[src/rtl/mem_arb_pkg.sv]
// mem_arb_pkg: shared types and limits for the unified-memory arbiter
package mem_arb_pkg;
  typedef enum logic {ARB_IDLE, ARB_WAIT} arb_state_t;
  typedef enum logic [1:0] {OWN_IF, OWN_LS, OWN_LD} arb_owner_t;
  localparam int MAX_LAT = 16;
  typedef struct packed {
    logic       vld;
    logic       st;
    arb_owner_t own;
  } arb_resp_t;
endpackage

[src/rtl/mem_arb_pick.sv]
// mem_arb_pick: one-hot grant, loader > LS > IF, IF promoted when starvation is reached
module mem_arb_pick import mem_arb_pkg::*; (
  input  logic       en,
  input  logic       if_req,
  input  logic       ls_req,
  input  logic       ld_req,
  input  logic       force_if,
  output logic [2:0] gnt
);
  // loader always first; IF only beats LS when it has been starved long enough
  always_comb begin
    gnt = '0;
    gnt[OWN_LD] = en & ld_req;
    gnt[OWN_IF] = en & ~ld_req & if_req & (force_if | ~ls_req);
    gnt[OWN_LS] = en & ~ld_req & ls_req & ~force_if;
  end
endmodule

[src/rtl/mem_arbiter.sv]
// mem_arbiter: shares one single-port memory between fetch and load/store; ARB_LOADER_PORT_EN adds a loader write port and cpu_hold
module mem_arbiter import mem_arb_pkg::*; #(
  parameter int ADDR_W       = 32,
  parameter int DATA_W       = 32,
  parameter int MEM_LAT      = 1,
  parameter int STARVE_LIMIT = 4
) (
  input  logic              clk,
  input  logic              rst,
  input  logic              if_req,
  input  logic [ADDR_W-1:0] if_addr,
  output logic              if_gnt,
  output logic              if_rvalid,
  output logic [DATA_W-1:0] if_rdata,
  input  logic              ls_req,
  input  logic              ls_we,
  input  logic [ADDR_W-1:0] ls_addr,
  input  logic [DATA_W-1:0] ls_wdata,
  output logic              ls_gnt,
  output logic              ls_rvalid,
  output logic [DATA_W-1:0] ls_rdata,
`ifdef ARB_LOADER_PORT_EN
  input  logic              ld_req,
  input  logic [ADDR_W-1:0] ld_addr,
  input  logic [DATA_W-1:0] ld_wdata,
  output logic              ld_gnt,
  output logic              cpu_hold,
`endif
  output logic              mem_en,
  output logic              mem_we,
  output logic [ADDR_W-1:0] mem_addr,
  output logic [DATA_W-1:0] mem_wdata,
  input  logic [DATA_W-1:0] mem_rdata
);
  localparam int LW = $clog2(MAX_LAT) + 1;
  localparam int SW = $clog2(STARVE_LIMIT + 1);
  arb_state_t state, state_n;
  logic [LW-1:0] lat_cnt, lat_n;
  logic [SW-1:0] starve_cnt;
  logic [2:0] gnt;
  arb_resp_t pipe [MEM_LAT];
  arb_resp_t head, resp_in;
  logic ld_r;
  logic [ADDR_W-1:0] ld_a;
  logic [DATA_W-1:0] ld_d;
`ifdef ARB_LOADER_PORT_EN
  assign ld_r   = ld_req;
  assign ld_a   = ld_addr;
  assign ld_d   = ld_wdata;
  assign ld_gnt = gnt[OWN_LD];
  // hold the CPU off while the loader is requesting
  always_ff @(posedge clk or posedge rst)
    if (rst) cpu_hold <= 1'b1;
    else cpu_hold <= ld_req;
`else
  assign ld_r = 1'b0;
  assign ld_a = '0;
  assign ld_d = '0;
`endif
  mem_arb_pick u_pick (
    .en(state == ARB_IDLE && !rst),
    .if_req(if_req),
    .ls_req(ls_req),
    .ld_req(ld_r),
    .force_if(if_req && starve_cnt == SW'(STARVE_LIMIT)),
    .gnt(gnt)
  );
  assign if_gnt    = gnt[OWN_IF];
  assign ls_gnt    = gnt[OWN_LS];
  assign mem_en    = |gnt;
  assign mem_we    = gnt[OWN_LD] | (gnt[OWN_LS] & ls_we);
  assign mem_addr  = gnt[OWN_LD] ? ld_a : gnt[OWN_LS] ? ls_addr : gnt[OWN_IF] ? if_addr : '0;
  assign mem_wdata = gnt[OWN_LD] ? ld_d : (gnt[OWN_LS] & ls_we) ? ls_wdata : '0;
  assign resp_in   = '{vld: gnt[OWN_IF] | gnt[OWN_LS], st: gnt[OWN_LS] & ls_we, own: gnt[OWN_LS] ? OWN_LS : OWN_IF};
  assign head      = pipe[MEM_LAT-1];
  assign if_rvalid = head.vld && head.own == OWN_IF;
  assign ls_rvalid = head.vld && head.own == OWN_LS;
  assign if_rdata  = if_rvalid ? mem_rdata : '0;
  assign ls_rdata  = (ls_rvalid && !head.st) ? mem_rdata : '0;
  // carry each access's owner MEM_LAT cycles so the read data is steered back to it
  always_ff @(posedge clk or posedge rst)
    if (rst) for (int i = 0; i < MEM_LAT; i++) pipe[i] <= '0;
    else begin
      pipe[0] <= resp_in;
      for (int i = 1; i < MEM_LAT; i++) pipe[i] <= pipe[i-1];
    end
  // state and latency counter
  always_ff @(posedge clk or posedge rst)
    if (rst) begin
      state   <= ARB_IDLE;
      lat_cnt <= '0;
    end else begin
      state   <= state_n;
      lat_cnt <= lat_n;
    end
  // block further grants until a multi-cycle access has completed
  always_comb begin
    state_n = state;
    lat_n   = lat_cnt;
    if (state == ARB_IDLE) begin
      if (mem_en && MEM_LAT > 1) begin
        state_n = ARB_WAIT;
        lat_n   = LW'(MEM_LAT - 1);
      end
    end else begin
      lat_n = lat_cnt - 1'b1;
      if (lat_cnt == LW'(1)) state_n = ARB_IDLE;
    end
  end
  // count LS wins while IF waits; an IF win or an idle IF clears it
  always_ff @(posedge clk or posedge rst)
    if (rst) starve_cnt <= '0;
    else if (!if_req || gnt[OWN_IF]) starve_cnt <= '0;
    else if (gnt[OWN_LS] && starve_cnt != SW'(STARVE_LIMIT)) starve_cnt <= starve_cnt + 1'b1;
endmodule

[config.mk]
export PLATFORM = sky130hd
export DESIGN_NAME = mem_arbiter
export DESIGN_NICKNAME = d
export VERILOG_FILES = /design/src/rtl/mem_arb_pkg.sv /design/src/rtl/mem_arb_pick.sv /design/src/rtl/mem_arbiter.sv
export SDC_FILE = /design/constraint.sdc
export NUM_CORES = 1
export LEC_CHECK = 0
export ABC_AREA = 0
export CAP_MARGIN = 20
export CORE_ASPECT_RATIO = 0.6
export CORE_UTILIZATION = 22
export DETAILED_ROUTE_END_ITERATION = 7
export PLACE_DENSITY = 0.77
export SYNTH_ARGS = -nofsm -noshare
export SYNTH_HDL_FRONTEND = slang
export SYNTH_HIERARCHICAL = 1
export SYNTH_SLANG_ARGS = --single-unit
[constraint.sdc]
create_clock -name clk -period 1.88 [get_ports clk]
set_clock_uncertainty 0.15 [all_clocks]
set_input_delay 0.188 -clock clk [delete_from_list [all_inputs] [get_ports clk]]
set_output_delay 0.188 -clock clk [all_outputs]
set_load 0.05 [all_outputs]
After elaboration in Yosys (flattened, before gate mapping)
Cells that the tools add are included.

Add/subtract/negate cells: 2. Multiplexer cells: 10. Bitwise logic cells: 10. Eq/ne operators: 4. Reductions and logical operators: 13.

Operators with widths (number): two-way mux 32 bit (5); logical AND 1 bit (6); two-way mux 3 bit (2); AND 1 bit (5); == test 5 x 1 -> 1 bit (second input constant) (1); subtractor 5 x 1 -> 5 bit (second input constant) (1); adder 3 x 1 -> 3 bit (second input constant) (1); == test 3 bit (second input constant) (1); logical NOT 1 bit (3); two-way mux 1 bit (3); inequality test 3 bit (second input constant) (1); inverter 1 bit (3); logical NOT 2 bit (1); bitwise OR 1 bit (2); nonzero test 2 bit (1); OR reduction 2 bit (1); == test 1 bit (second input constant) (1); logical OR 1 bit (1).

Output and inout port bits: 134. Register bits after elaboration: 12.

Depth between registers and ports, before layout
Depth after elaboration: 7. Mapped depth: 9. Mapped depth without buffers: 7.

By module
Netlist, hierarchy kept.

By module, submodules not included: mem_arbiter (seq. area each 300.3 um2, instances 1, area each 1884.3 um2, cells each 270); mem_arb_pick (seq. area each 0.0 um2, instances 1, area each 40.0 um2, cells each 5).

Worst setup path before layout
No wires, ideal clock.

Kind: register to output. Start point: reg starve_cnt[0]. End point: out mem_addr[10]. Arrival time: 2.679 ns. Path slack: -1.137 ns. Required time: 1.542 ns. Stages on the path, launching flop included: 9. Buffers on the path: 2. Cells stage by stage: dfrtp_1 inv_1 ha_1 and3_1 and4bb_1 buf_4 buf_4 nand2_1 a21oi_1.

Elaborated cells between the ends (all ways): 8. Those cells by class: 1 x eq/ne; 2 x mux; 4 x bitwise; 1 x reduce/logical.

RTL lines: start, declared (RTL line mem_arbiter.sv:39) `logic [SW-1:0] starve_cnt;`; start signal, assigned (RTL line mem_arbiter.sv:114) `else if (gnt[OWN_LS] && starve_cnt != SW'(STARVE_LIMIT)) starve_cnt <= starve_cnt + 1'b1;`; == test 3 bit (RTL line mem_arbiter.sv:65) `.force_if(if_req && starve_cnt == SW'(STARVE_LIMIT)),`; logical AND 1 bit (RTL line mem_arbiter.sv:65); inverter 1 bit (RTL line mem_arb_pick.sv:15) `gnt[OWN_LS] = en & ~ld_req & ls_req & ~force_if;`; AND 1 bit (RTL line mem_arb_pick.sv:15); named net ls_gnt (RTL line mem_arbiter.sv:19) `output logic ls_gnt,`; two-way mux 32 bit (RTL line mem_arbiter.sv:72) `assign mem_addr = gnt[OWN_LD] ? ld_a : gnt[OWN_LS] ? ls_addr : gnt[OWN_IF] ? if_addr : '0;`; end, declared (RTL line mem_arbiter.sv:31) `output logic [ADDR_W-1:0] mem_addr,`.

The timed path passes the listed nets, and every way through them passes these cells.

Worst setup path in the final report
Start point: reg starve_cnt[0]. End point: out mem_addr[13].

Longest elaborated chain between the ends: 6. Elaborated cells between the ends (all ways): 8. Those cells by class: 1 x eq/ne; 2 x mux; 4 x bitwise; 1 x reduce/logical.

Ends and longest elaborated chain: == test 3 bit * (RTL line mem_arbiter.sv:65); logical AND 1 bit * (RTL line mem_arbiter.sv:65); bitwise OR 1 bit (RTL line mem_arb_pick.sv:14) `gnt[OWN_IF] = en & ~ld_req & if_req & (force_if | ~ls_req);`; AND 1 bit (RTL line mem_arb_pick.sv:14); two-way mux 32 bit (RTL line mem_arbiter.sv:72); two-way mux 32 bit * (RTL line mem_arbiter.sv:72).

Every way passes the cells marked *; elsewhere a longest branch is shown, timed or not.

==> results.json <==
{
  "status": "finished, violations left",
  "violations": "slew limit, setup timing",
  "port_buffers": 266,
  "slowest_stage": "dfrtp_1",
  "vias": 3173,
  "totalPowerFinal_mw": 1.91,
  "cts_root_buffer": "clkbuf_16",
  "grt_pass1_wl_mm": 18.5,
  "critPathKind": "reg2out",
  "die_width_um": 123,
  "netlist_area_mm2": 0.00192,
  "ir_drop_mv": 0.444,
  "antennaDiodeCount": 0,
  "cp_data_arrival_time_ps": 2170,
  "setup_tns_ps": -39110,
  "cts.htree.levels": 1,
  "antenna_left": 0,
  "synth-seq-cells": 12,
  "hpwl_mm": 10.8,
  "slew_headroom": -0.198,
  "grt-ovfl-total": 0,
  "internal-power_mw": 1.24,
  "synth-main-ff-cell": "dfrtp_1",
  "cts_buffer_depth": 2,
  "wire_per_inst_um": 21.4,
  "power_density_mw_per_mm2": 272,
  "die_y_um": 74.4,
  "r2r_setup_slack_ps": -180,
  "initial_utilization": 0.227,
  "worst_pin_slew_ps": 1800,
  "io-pin-count": 267,
  "whs_ps": 231,
  "drc": 0,
  "power_frac_seq": 0.139,
  "final-hold-violation-count": 0,
  "clkPwrFrac": 0.229,
  "min_path_type": "in2async",
  "drive_gt1_frac": 0.475,
  "async_flop_share": 1.00,
  "place_congestion": 0.846,
  "nFillCells": 423,
  "crit_required_ps": 1540,
  "drv_cap": 0,
  "finalMaxSlewViolations": 36,
  "r2r-start": "starve_cnt[0]",
  "first_global_vias": 3157,
  "clk_latency_ps": 240,
  "pwr-share-comb": 0.631,
  "dieArea_mm2": 0.00914,
  "max_freq_mhz": 398,
  "slowest_delay_ps": 400,
  "yosysUniqueCellTypes": 33,
  "syn_to_final_growth_pct": 264,
  "final-seq-area_um2": 300,
  "drt_iter0_drc": 96,
  "wl_mm": 14.4,
  "setup_slack_ps": -632,
  "ys_seq_area_frac": 0.156,
  "grt_antenna_before_repair": 0,
  "grt_start_max_net_pins": 36,
  "reg2reg_depth": 8,
  "cp_cell_sequence": "inv_2, ha_4, and3_4, buf_6, inv_4, a21oi_4, buf_6, buf_12, nand3b_1, a21oi_4, buf_12",
  "post-place-cells": 648,
  "synthCells": 275,
  "p_sw_frac": 0.351,
  "grt_setup_unrepaired": "true",
  "p_sw_mw": 0.670,
  "syn_area_per_cell_um2": 7.00,
  "cts_hold_buffers": 0,
  "avgViaCountPerCell": 4.72,
  "cp-end-kind": "output port",
  "first_pass_iters": 4,
  "multiInputGateArea_mm2": 0.00200,
  "clock_sinks": 12,
  "cp_max_fo": 7,
  "core-area_mm2": 0.00849,
  "nNetsFinal": 698,
  "r2r_end": "starve_cnt[0]",
  "clk_pin_slew_ps": 40,
  "critPathLaunchType": "flip-flop",
  "final-setup-viol-count": 71,
  "p_leak_nw": 2.74,
  "grt.total_usage": 0.277,
  "fin_crit_sh": 1.34,
  "cts_tree": "built",
  "yosys_warnings": 6,
  "synth_edf_count": 0,
  "final_cells": 672,
  "fp-row-count": 26,
  "cts_buffers": 3,
  "min_period_ps": 2510
}
==> Yosys cell counts (2+ instances only) <==
library cell | instances | area share
a21oi_1 | 34 | 0.088
and2_1 | 98 | 0.32
buf_2 | 3 | 0.0078
buf_4 | 6 | 0.023
buf_6 | 4 | 0.023
clkbuf_1 | 11 | 0.021
dfrtp_1 | 12 | 0.16
ha_1 | 4 | 0.026
inv_1 | 7 | 0.014
mux2i_1 | 2 | 0.010
nand2_1 | 33 | 0.064
nand3b_1 | 36 | 0.14
nor2_1 | 2 | 0.0039
or2_2 | 2 | 0.0065
xor2_1 | 3 | 0.014
==> layer usage <==
layer,vias up,GRT usage,share of wire
met5,-,0,0
met4,0,0.0759,0.022
met1,1543,0.308,0.37
met2,134,0.541,0.54
met3,31,0.0537,0.063
li1,1465,-,-
==> logic make-up after synthesis <==
kind of cell,after synthesis,synth area share
and+or+nand+nor,183,0.593
AOI/OAI and AO/OA,37,0.103
DFF,12,0.156
muxes,2,0.0104
other,1,0.00195
adders and majority gates,4,0.0260
buffers and inverters,32,0.0917
xor gates and xnor gates,4,0.0182
==> stage by stage <==
| stage | area (um^2) | setup slack [ps] | util |
|---|---|---|---|
| finish | 7010 | -632 | 0.825 |
| global route | 7010 | -696 | 0.825 |
| CTS | 6890 | -568 | 0.812 |
| detailed placement | 6540 | -436 | 0.770 |
| global placement | 6540 | -347 | 0.770 |
| floorplan | 2420 | -402 | - |
==> what timing repair did <==
item | in CTS | in global routing
setup buffers | 8 | 6
resized for setup | 31 | 11
setup endpoints to repair | 71 | 72
gates cloned | 4 | 3
pin swaps | 16 | 21
==> flip-flops by register name, indices dropped and copies added (netlist names) <==
register / flops
lat_cnt: 5
head: 3
starve_cnt: 3
state: 1
==> how the worst max path moves through the flow <==
stage,start,to,cells after the start
after floorplan,starve_cnt[0],mem_addr[24],9
after global placement,if_req,mem_wdata[23],7
after detailed placement,if_req,mem_addr[30],7
after CTS,starve_cnt[1],mem_wdata[10],8
after global routing,starve_cnt[0],mem_addr[13],11
final,starve_cnt[0],mem_addr[13],11
==> power by group through the flow <==
stage          Combinational [mW]  Clock [mW]  Sequential [mW]
3_5_place_dp                 1.12           0            0.269
6_report                     1.20       0.437            0.266
4_1_cts                      1.17       0.434            0.265
3_3_place_gp                 1.10           0            0.269
2_1_floorplan               0.460           0            0.269
5_1_grt                      1.24       0.453            0.266
==> layout by cell type, fill, tap and decap left out, types with 2 or more instances in the layout <==
master and n:
xor2_1 3, inv_1 4, buf_12 138, conb_1 3, and2_1 66, nand2_1 23, dfrtp_1 12, nand2_4 2
clkdlybuf4s50_1 132, clkbuf_16 6, inv_2 2, and2_4 32, nand3b_1 36, and4bb_2 2, nand2_2 8, buf_6 8
buf_4 19, mux2i_1 2, ha_1 3, a21oi_4 33, buf_8 2, a21oi_1 2
==> layout make-up <==
class | count | area share
timing repair buffer | 303 | 0.635
sequential | 12 | 0.0429
inverter | 7 | 0.00411
clock buffer | 4 | 0.0127
multi-input combinational | 234 | 0.285
tap | 112 | 0.0200
==> critical path: cells and delay by family (launching register included) <==
family | cells | cell delay (ps)
buf+inv | 6 | 620
flops | 1 | 400
compound gates | 2 | 400
simple gates | 2 | 350
fa+ha+maj | 1 | 140
Note: power is estimated with default switching activity, not from simulation.
